**config.mk**
```make
export PLATFORM = sky130hd
export DESIGN_NAME = mem_block_arbiter
export DESIGN_NICKNAME = d
export VERILOG_FILES = /design/src/rtl/mem_block_arbiter.sv
export SDC_FILE = /design/constraint.sdc
export NUM_CORES = 2
export LEC_CHECK = 0
export ABC_AREA = 0
export CORE_AREA = 4 4 530 532
export CTS_CLUSTER_DIAMETER = 150
export DETAILED_ROUTE_END_ITERATION = 16
export DIE_AREA = 0 0 534 536
export PLACE_DENSITY = 0.39
export REMOVE_ABC_BUFFERS = 1
export SLEW_MARGIN = 5
export SYNTH_ARGS = -nofsm -noshare
export SYNTH_HDL_FRONTEND = slang
export SYNTH_SLANG_ARGS = --single-unit
```
**constraint.sdc**
```tcl
create_clock -name CLOCK -period 6.2 [get_ports CLOCK]
set_clock_uncertainty 0.2 [all_clocks]
set_input_delay 0.93 -clock CLOCK [delete_from_list [all_inputs] [get_ports CLOCK]]
set_output_delay 0.93 -clock CLOCK [all_outputs]
set_load 0.05 [all_outputs]
```
**src/rtl/mem_block_arbiter.sv**
```systemverilog
// Shares one 256-bit block-memory port between the I-refill and D-refill/writeback paths, round-robin on contention.
// Latency: grant one edge after request, strobe for LATENCY cycles, one-cycle done, then one idle cycle (LATENCY+2 per transaction).
// Backpressure: requests are level-held; a requester waits (worst case one foreign transaction) until its done pulse.
//
// Ports:
//   CLOCK, RESET                         : clock, synchronous active-high reset
//   IReq_IN/IAddr_IN -> IDone_OUT/IBlock_OUT   : instruction block read
//   DRead_IN/DWrite_IN/DAddr_IN/DBlock_IN -> DDone_OUT/DBlock_OUT : data block read/write
//   MemAddress_OUT, MemBlockRead_OUT, MemBlockWrite_OUT, MemBlock_OUT, MemBlock_IN : block memory port
//   Busy_OUT                             : high whenever a transaction (incl. its done cycle) is in flight
module mem_block_arbiter #(
  parameter int LATENCY = 10,
  parameter int ADDR_W  = 32,
  parameter int BLOCK_W = 256
) (
  input  logic               CLOCK,
  input  logic               RESET,
  input  logic               IReq_IN,
  input  logic [ADDR_W-1:0]  IAddr_IN,
  output logic               IDone_OUT,
  output logic [BLOCK_W-1:0] IBlock_OUT,
  input  logic               DRead_IN,
  input  logic               DWrite_IN,
  input  logic [ADDR_W-1:0]  DAddr_IN,
  input  logic [BLOCK_W-1:0] DBlock_IN,
  output logic               DDone_OUT,
  output logic [BLOCK_W-1:0] DBlock_OUT,
  output logic [ADDR_W-1:0]  MemAddress_OUT,
  output logic               MemBlockRead_OUT,
  output logic               MemBlockWrite_OUT,
  output logic [BLOCK_W-1:0] MemBlock_OUT,
  input  logic [BLOCK_W-1:0] MemBlock_IN,
  output logic               Busy_OUT
);

  typedef enum logic [1:0] {IDLE, IBUSY, DBUSY, DONE} state_t;

  localparam logic [7:0] LAT_M1 = 8'(LATENCY - 1);

  state_t               state_q, state_d;
  logic [7:0]           cnt_q, cnt_d;
  logic                 last_grant_q, last_grant_d;  // 1 = data side, 0 = instruction side
  logic                 op_wr_q, op_wr_d;
  logic                 rd_q, rd_d;
  logic                 wr_q, wr_d;
  logic [ADDR_W-1:0]    addr_q, addr_d;
  logic [BLOCK_W-1:0]   wblk_q, wblk_d;
  logic [BLOCK_W-1:0]   iblk_q, iblk_d;
  logic [BLOCK_W-1:0]   dblk_q, dblk_d;

  logic                 d_req;
  logic                 grant_d_side;

  assign d_req = DRead_IN | DWrite_IN;
  // On contention the side that did not win last time gets the port.
  assign grant_d_side = d_req & (~IReq_IN | ~last_grant_q);

  always_comb begin
    state_d      = state_q;
    cnt_d        = cnt_q;
    last_grant_d = last_grant_q;
    op_wr_d      = op_wr_q;
    rd_d         = rd_q;
    wr_d         = wr_q;
    addr_d       = addr_q;
    wblk_d       = wblk_q;
    iblk_d       = iblk_q;
    dblk_d       = dblk_q;
    case (state_q)
      IDLE: begin
        if (IReq_IN || d_req) begin
          cnt_d        = LAT_M1;
          last_grant_d = grant_d_side;
          if (grant_d_side) begin
            state_d = DBUSY;
            addr_d  = DAddr_IN;
            // Write wins when both read and write are requested.
            op_wr_d = DWrite_IN;
            rd_d    = ~DWrite_IN;
            wr_d    = DWrite_IN;
            if (DWrite_IN) begin
              wblk_d = DBlock_IN;
            end
          end else begin
            state_d = IBUSY;
            addr_d  = IAddr_IN;
            op_wr_d = 1'b0;
            rd_d    = 1'b1;
            wr_d    = 1'b0;
          end
        end
      end
      IBUSY, DBUSY: begin
        if (cnt_q == 8'd0) begin
          state_d = DONE;
          rd_d    = 1'b0;
          wr_d    = 1'b0;
          if (!op_wr_q) begin
            if (state_q == IBUSY) begin
              iblk_d = MemBlock_IN;
            end else begin
              dblk_d = MemBlock_IN;
            end
          end
        end else begin
          cnt_d = cnt_q - 8'd1;
        end
      end
      DONE: begin
        // Always drop through IDLE so the just-served requester can release its request.
        state_d = IDLE;
      end
      default: begin
        state_d = IDLE;
      end
    endcase
  end

  always_ff @(posedge CLOCK) begin
    if (RESET) begin
      state_q      <= IDLE;
      cnt_q        <= 8'd0;
      last_grant_q <= 1'b0;
      op_wr_q      <= 1'b0;
      rd_q         <= 1'b0;
      wr_q         <= 1'b0;
      addr_q       <= '0;
      wblk_q       <= '0;
      iblk_q       <= '0;
      dblk_q       <= '0;
    end else begin
      state_q      <= state_d;
      cnt_q        <= cnt_d;
      last_grant_q <= last_grant_d;
      op_wr_q      <= op_wr_d;
      rd_q         <= rd_d;
      wr_q         <= wr_d;
      addr_q       <= addr_d;
      wblk_q       <= wblk_d;
      iblk_q       <= iblk_d;
      dblk_q       <= dblk_d;
    end
  end

  // last_grant_q still names the side being served while in DONE.
  assign IDone_OUT         = (state_q == DONE) & ~last_grant_q;
  assign DDone_OUT         = (state_q == DONE) &  last_grant_q;
  assign IBlock_OUT        = iblk_q;
  assign DBlock_OUT        = dblk_q;
  assign MemAddress_OUT    = addr_q;
  assign MemBlockRead_OUT  = rd_q;
  assign MemBlockWrite_OUT = wr_q;
  assign MemBlock_OUT      = wblk_q;
  assign Busy_OUT          = (state_q != IDLE);

endmodule
```
== Yosys cells after proc, flatten, opt, wreduce, memory -nomap -nowiden ==
Cells that the tools add are included.

* Word-level logic and storage cells: 55
* Input bits: 581
* Flip-flop bits (word level): 814

* Bitwise gates (word level): 10
* Add/subtract/negate cells: 1
* Mux-type cells: 15
* Equality and inequality tests: 6
* Reductions and logical operators: 13

{| class="wikitable"
|+ Operators by type and width
! operator !! number
|-
| 32-bit two-way mux || 1
|-
| 8-bit two-way mux || 2
|-
| 8-bit case mux with 2 select lines || 1
|-
| 4-bit AND reduction || 3
|-
| 8-bit zero test || 1
|-
| 8-bit by 1-bit subtractor with 8-bit output, second input constant || 1
|-
| 2-bit two-way mux || 3
|-
| 2-bit != test, second input constant || 3
|-
| 2-bit case mux with 3 select lines || 1
|-
| 3-bit AND reduction || 2
|-
| 1-bit two-way mux || 5
|-
| 1-bit inverter || 5
|-
| 2-bit equality test, second input constant || 2
|-
| 1-bit case mux with 2 select lines || 2
|-
| 2-bit AND reduction || 2
|-
| 2-bit nonzero test || 2
|-
| 1-bit AND || 3
|-
| 2-bit by 1-bit equality test with 1-bit output, second input constant || 1
|-
| 2-bit zero test || 1
|-
| 1-bit OR || 2
|-
| 2-bit OR reduction || 1
|-
| 1-bit logical OR || 1
|}

== Longest topological paths before layout ==
* Depth in word-level cells: 6
* Gate-level depth with buffers: 10
* Depth with buffers taken out: 6

== Worst setup path before layout ==
OpenSTA, ideal clock, no wires.

* Path type: input-to-reg
* From: input port IReq_IN
* To: register wblk_q[215] (netlist: MemBlock_OUT[215])
* Slack: 3.614 ns
* Stages: 8
* Data arrival time: 2.315 ns
* Data required time: 5.930 ns
* Setup time: 0.070 ns
* Buffers on the path: 4
* Cells stage by stage: clkbuf_1 > a21bo_2 > nand2b_1 > clkbuf_1 > clkbuf_1 > buf_1 > nand2_1 > a21oi_1

* Longest elaborated chain between the ends: 4
* Elaborated cells between the ends (all ways): 5
* Those cells by class: bitwise: 3; reduce/logical: 2

{| class="wikitable"
|+ Ends and longest elaborated chain
! what !! RTL line !! RTL
|-
| start, declared || 18 || <nowiki>input logic IReq_IN,</nowiki>
|-
| 1-bit inverter || 56 || <nowiki>assign grant_d_side = d_req & (~IReq_IN | ~last_grant_q);</nowiki>
|-
| 1-bit OR || 56 ||
|-
| 1-bit AND || 56 ||
|-
| 4-bit AND reduction (no line) * || n/a ||
|-
| end signal, assigned || 139 || <nowiki>wblk_q <= wblk_d;</nowiki>
|-
| end, declared || 47 || <nowiki>logic [BLOCK_W-1:0] wblk_q, wblk_d;</nowiki>
|}

Mark *: on every way between the ends. The rest lies on a longest branch, timed or not.
A chain may end at the register's enable or synchronous reset.

== Final worst setup path ==
* From: register state_q[0]
* To: output port Busy_OUT

* Longest elaborated chain between the ends: 1

{| class="wikitable"
|+ Ends and longest elaborated chain
! what !! RTL line !! RTL
|-
| start, declared || 40 || <nowiki>state_t state_q, state_d;</nowiki>
|-
| start signal, assigned || 132 || <nowiki>state_q <= state_d;</nowiki>
|-
| 2-bit nonzero test || 154 || <nowiki>assign Busy_OUT = (state_q != IDLE);</nowiki>
|-
| end, declared || 33 || <nowiki>output logic Busy_OUT</nowiki>
|}

Every way passes these cells.

==> flow_metrics.tcl <==
set metrics [dict create \
    status "complete, no violations" \
    reg2reg_from "cnt_q[2]" \
    vias_per_cell 3.43 \
    die_x_um 534 \
    dp_hpwl_um 146000 \
    vias 29702 \
    final_core_util_pct 18.0 \
    grt_antenna_before_repair 100 \
    core_um2 276000 \
    cp.depth 4 \
    slew_headroom_pct 27.2 \
    max_freq_mhz 264 \
    period_share_pct 61.1 \
    r2r-end "IBlock_OUT[240]" \
    netSwitchingFraction_pct 43.7 \
    ys_seq_elements 814 \
    r2r_cells 7 \
    cpMaxStageDelayCell "clkdlybuf4s50_1" \
    placed_area_um2 46200 \
    finalWorstSetupSlack_ps 2410 \
    yosysMostFrequentCell "nand2_1" \
    avgRoutedWirePerCell_um 21.3 \
    worst_pin_slew_ps 1090 \
    cts-root-buf "clkbuf_16" \
    p_comb_share_pct 41.8 \
    cellLeakagePower_nw 16.2 \
    path_class "reg -> out" \
    synth_edf_count 0 \
    avgSynthCellArea_um2 7.95 \
    clk_path_buf_depth 4 \
    area.growth.synth_to_final_pct 74.5 \
    cpPeakStageDelay_ps 870 \
    synthCells 3583 \
    fin_tns_setup_ps 0 \
    htreeDepth 3 \
    cp-end-kind "output pin" \
    yosysUniqueCellTypes 41 \
    worst_ep_arrival_time_ps 2660 \
    power_density_nw_per_um2 451 \
    grt_max_degree 183 \
    clock_sinks 814 \
    cap_viol_max_count 0 \
    cpMostUsedCell "inv_1" \
    layout.cells.non_filler 8650 \
    die_h_um 536 \
    cp-endpoint "Busy_OUT" \
    drt_wl_total_um 184000 \
    synth_top_area_cell "dfxtp_1" \
    synth_top_cells_by_area "dfxtp_1, nand2_1, a21oi_1, clkbuf_1, mux2i_1" \
    grt_pass1_vias 29096 \
    post-route-min-period_ps 3790 \
    hold_buffers 0 \
    numCtsBuffers 111 \
    ios 1386 \
    cts.clk_slew.worst_paths_ps 60 \
    seqPwrFrac_pct 30.3 \
    final_hold_viol_count 0 \
    path_cells "inv_1 -> ha_1 -> inv_1 -> clkdlybuf4s50_1" \
    fp-row-count 193 \
    insertion_delay_ps 840 \
    dieArea_um2 286000 \
    cp-startpoint "state_q[0]" \
    async_flop_share_pct 0 \
    startpoint_type "flop" \
    netlist_top_cells_count "nand2_1, dfxtp_1, a21oi_1" \
    drt-initial-drc-count 1459 \
    final_cell_area_um2 49700 \
    first_pass_iters 5 \
    cts-resized-gates 0 \
    ir_worst_vdd_uv 228 \
    cts_tree "built" \
    port_buffers 1385 \
    cp_max_fo 11 \
    synth_warnings 0 \
    rsz0062_at_grt "false" \
    ant_nets 0 \
    synth_ff_type "dfxtp_1" \
    crit_required_ps 5070 \
    cts_setup_buffers 0 \
    initial_utilization_pct 10.3 \
    grt_pass1_wl_um 248000 \
    ff2ff_setup_slack_ps 2920 \
    p_clk_share_pct 27.9 \
    pre_cts_slack_ps 2340 \
    cpLargestDelayFamily "buffers and inverters" \
    setup_violations 0 \
    switchingPower_mw 9.81 \
    hold_ws_ps 248 \
    gp_congestion 0.833 \
    drive_gt1_share_pct 4.51 \
    grt-ovfl-total 0 \
    dp_cells 8442 \
    grtUsageTotal_pct 12.1 \
    hold_path_class "reg -> reg" \
    drc 0 \
    final_net_count 5436 \
    power_mw 22.4 \
    worstHoldStart "DBlock_OUT[200]" \
    netlist_area_um2 28500 \
    crit_buf_inv 3 \
    drv_slew 0 \
    yosysSeqAreaShare_pct 57.2 \
    intPower_mw 12.6 \
    synth_top_cell_area_share_pct 57.2 \
]
[cell usage in the layout, fill, tap and decap left out, types with 2 or more instances in the layout]
master           synthesis  routed
a211oi_1                33      33
a21o_1                   2       2
a21oi_1                778     777
buf_12                   0      10
buf_4                    0      37
bufinv_16                0       3
clkbuf_1               187      27
clkbuf_16                0     112
clkbuf_8                 0      22
clkdlybuf4s50_1          0    1383
clkinv_2                 0      16
clkinv_4                 0       2
clkinvlp_4               0       4
dfxtp_1                814     814
diode_2                  0      18
ha_1                     5       5
inv_1                    6       6
inv_6                    0       3
mux2i_1                 33      33
nand2_1               1545    1545
nand2b_1                 6       5
nor2_1                  40      39
nor2b_1                  2       2
nor4_1                   3       3
o211ai_1                 3       3
o21a_1                   2       2
o21ai_0                  2       2
o31ai_1                  4       4
o32ai_1                  2       2
or3_1                    3       3
or4_1                    4       3
[layer usage]
metal  GRT usage [%]  up-vias  part of all wire (%)
met2            21.9     1218                    50
li1                -    14186                     -
met3            5.52      316                    10
met5               0        -                  0.32
met4            2.62       94                   2.1
met1            12.9    13888                    37
[logic make-up after synthesis]
group,Yosys count,share of synthesized area (%)
and+or+nand+nor,1616,21.6
AOI/OAI and AO/OA,832,15.1
DFF,814,57.2
buffers and inverters,283,4.69
muxes,33,1.16
adders and majority gates,5,0.220
[layout make-up]
type / instances / area (µm²)
Sequential cell: 814 / 16300
Clock buffer: 161 / 3210
Fill cell: 31072 / 226000
Antenna cell: 18 / 45.0
Inverter: 6 / 22.5
Multi-Input combinational cell: 2486 / 10900
Tap cell: 3705 / 4640
Timing Repair Buffer: 1431 / 14300
Clock inverter: 29 / 274
[how the worst min path moves through the flow]
stage | end | slack, ps | depth (start not counted)
6_report | DBlock_OUT[200] | 250 | 2
5_1_grt | DBlock_OUT[137] | 260 | 2
4_1_cts | DBlock_OUT[233] | 250 | 2
3_5_place_dp | DBlock_OUT[136] | 240 | 2
3_3_place_gp | DBlock_OUT[119] | 240 | 2
2_1_floorplan | cnt_q[4] | 260 | 2
[worst reg2reg max path: stages, from the launching register on]
cell and delay, ps:
dfxtp_1 360, or4_1 690, nor4_4 250, buf_4 330, buf_4 370, buf_4 550, nand2_1 230, a21oi_1 140
[power by group through the flow]
stage | Combinational, mW | Clock (mW) | Sequential [mW]
global route | 9.97 | 6.72 | 6.91
detailed placement | 9.58 | 0 | 6.91
CTS | 9.60 | 6.56 | 6.80
finish | 9.39 | 6.26 | 6.79
floorplan | 2.61 | 0 | 9.99
global placement | 9.56 | 0 | 6.87
[registers in the layout, summed over array words and instances, names as in the netlist]
signal and count:
IBlock_OUT 256, MemBlockWrite_OUT 1, MemBlockRead_OUT 1, state_q 2
DBlock_OUT 256, MemBlock_OUT 256, MemAddress_OUT 32, op_wr_q 1
last_grant_q 1, cnt_q 8
Power figures use the tool's default switching activity.
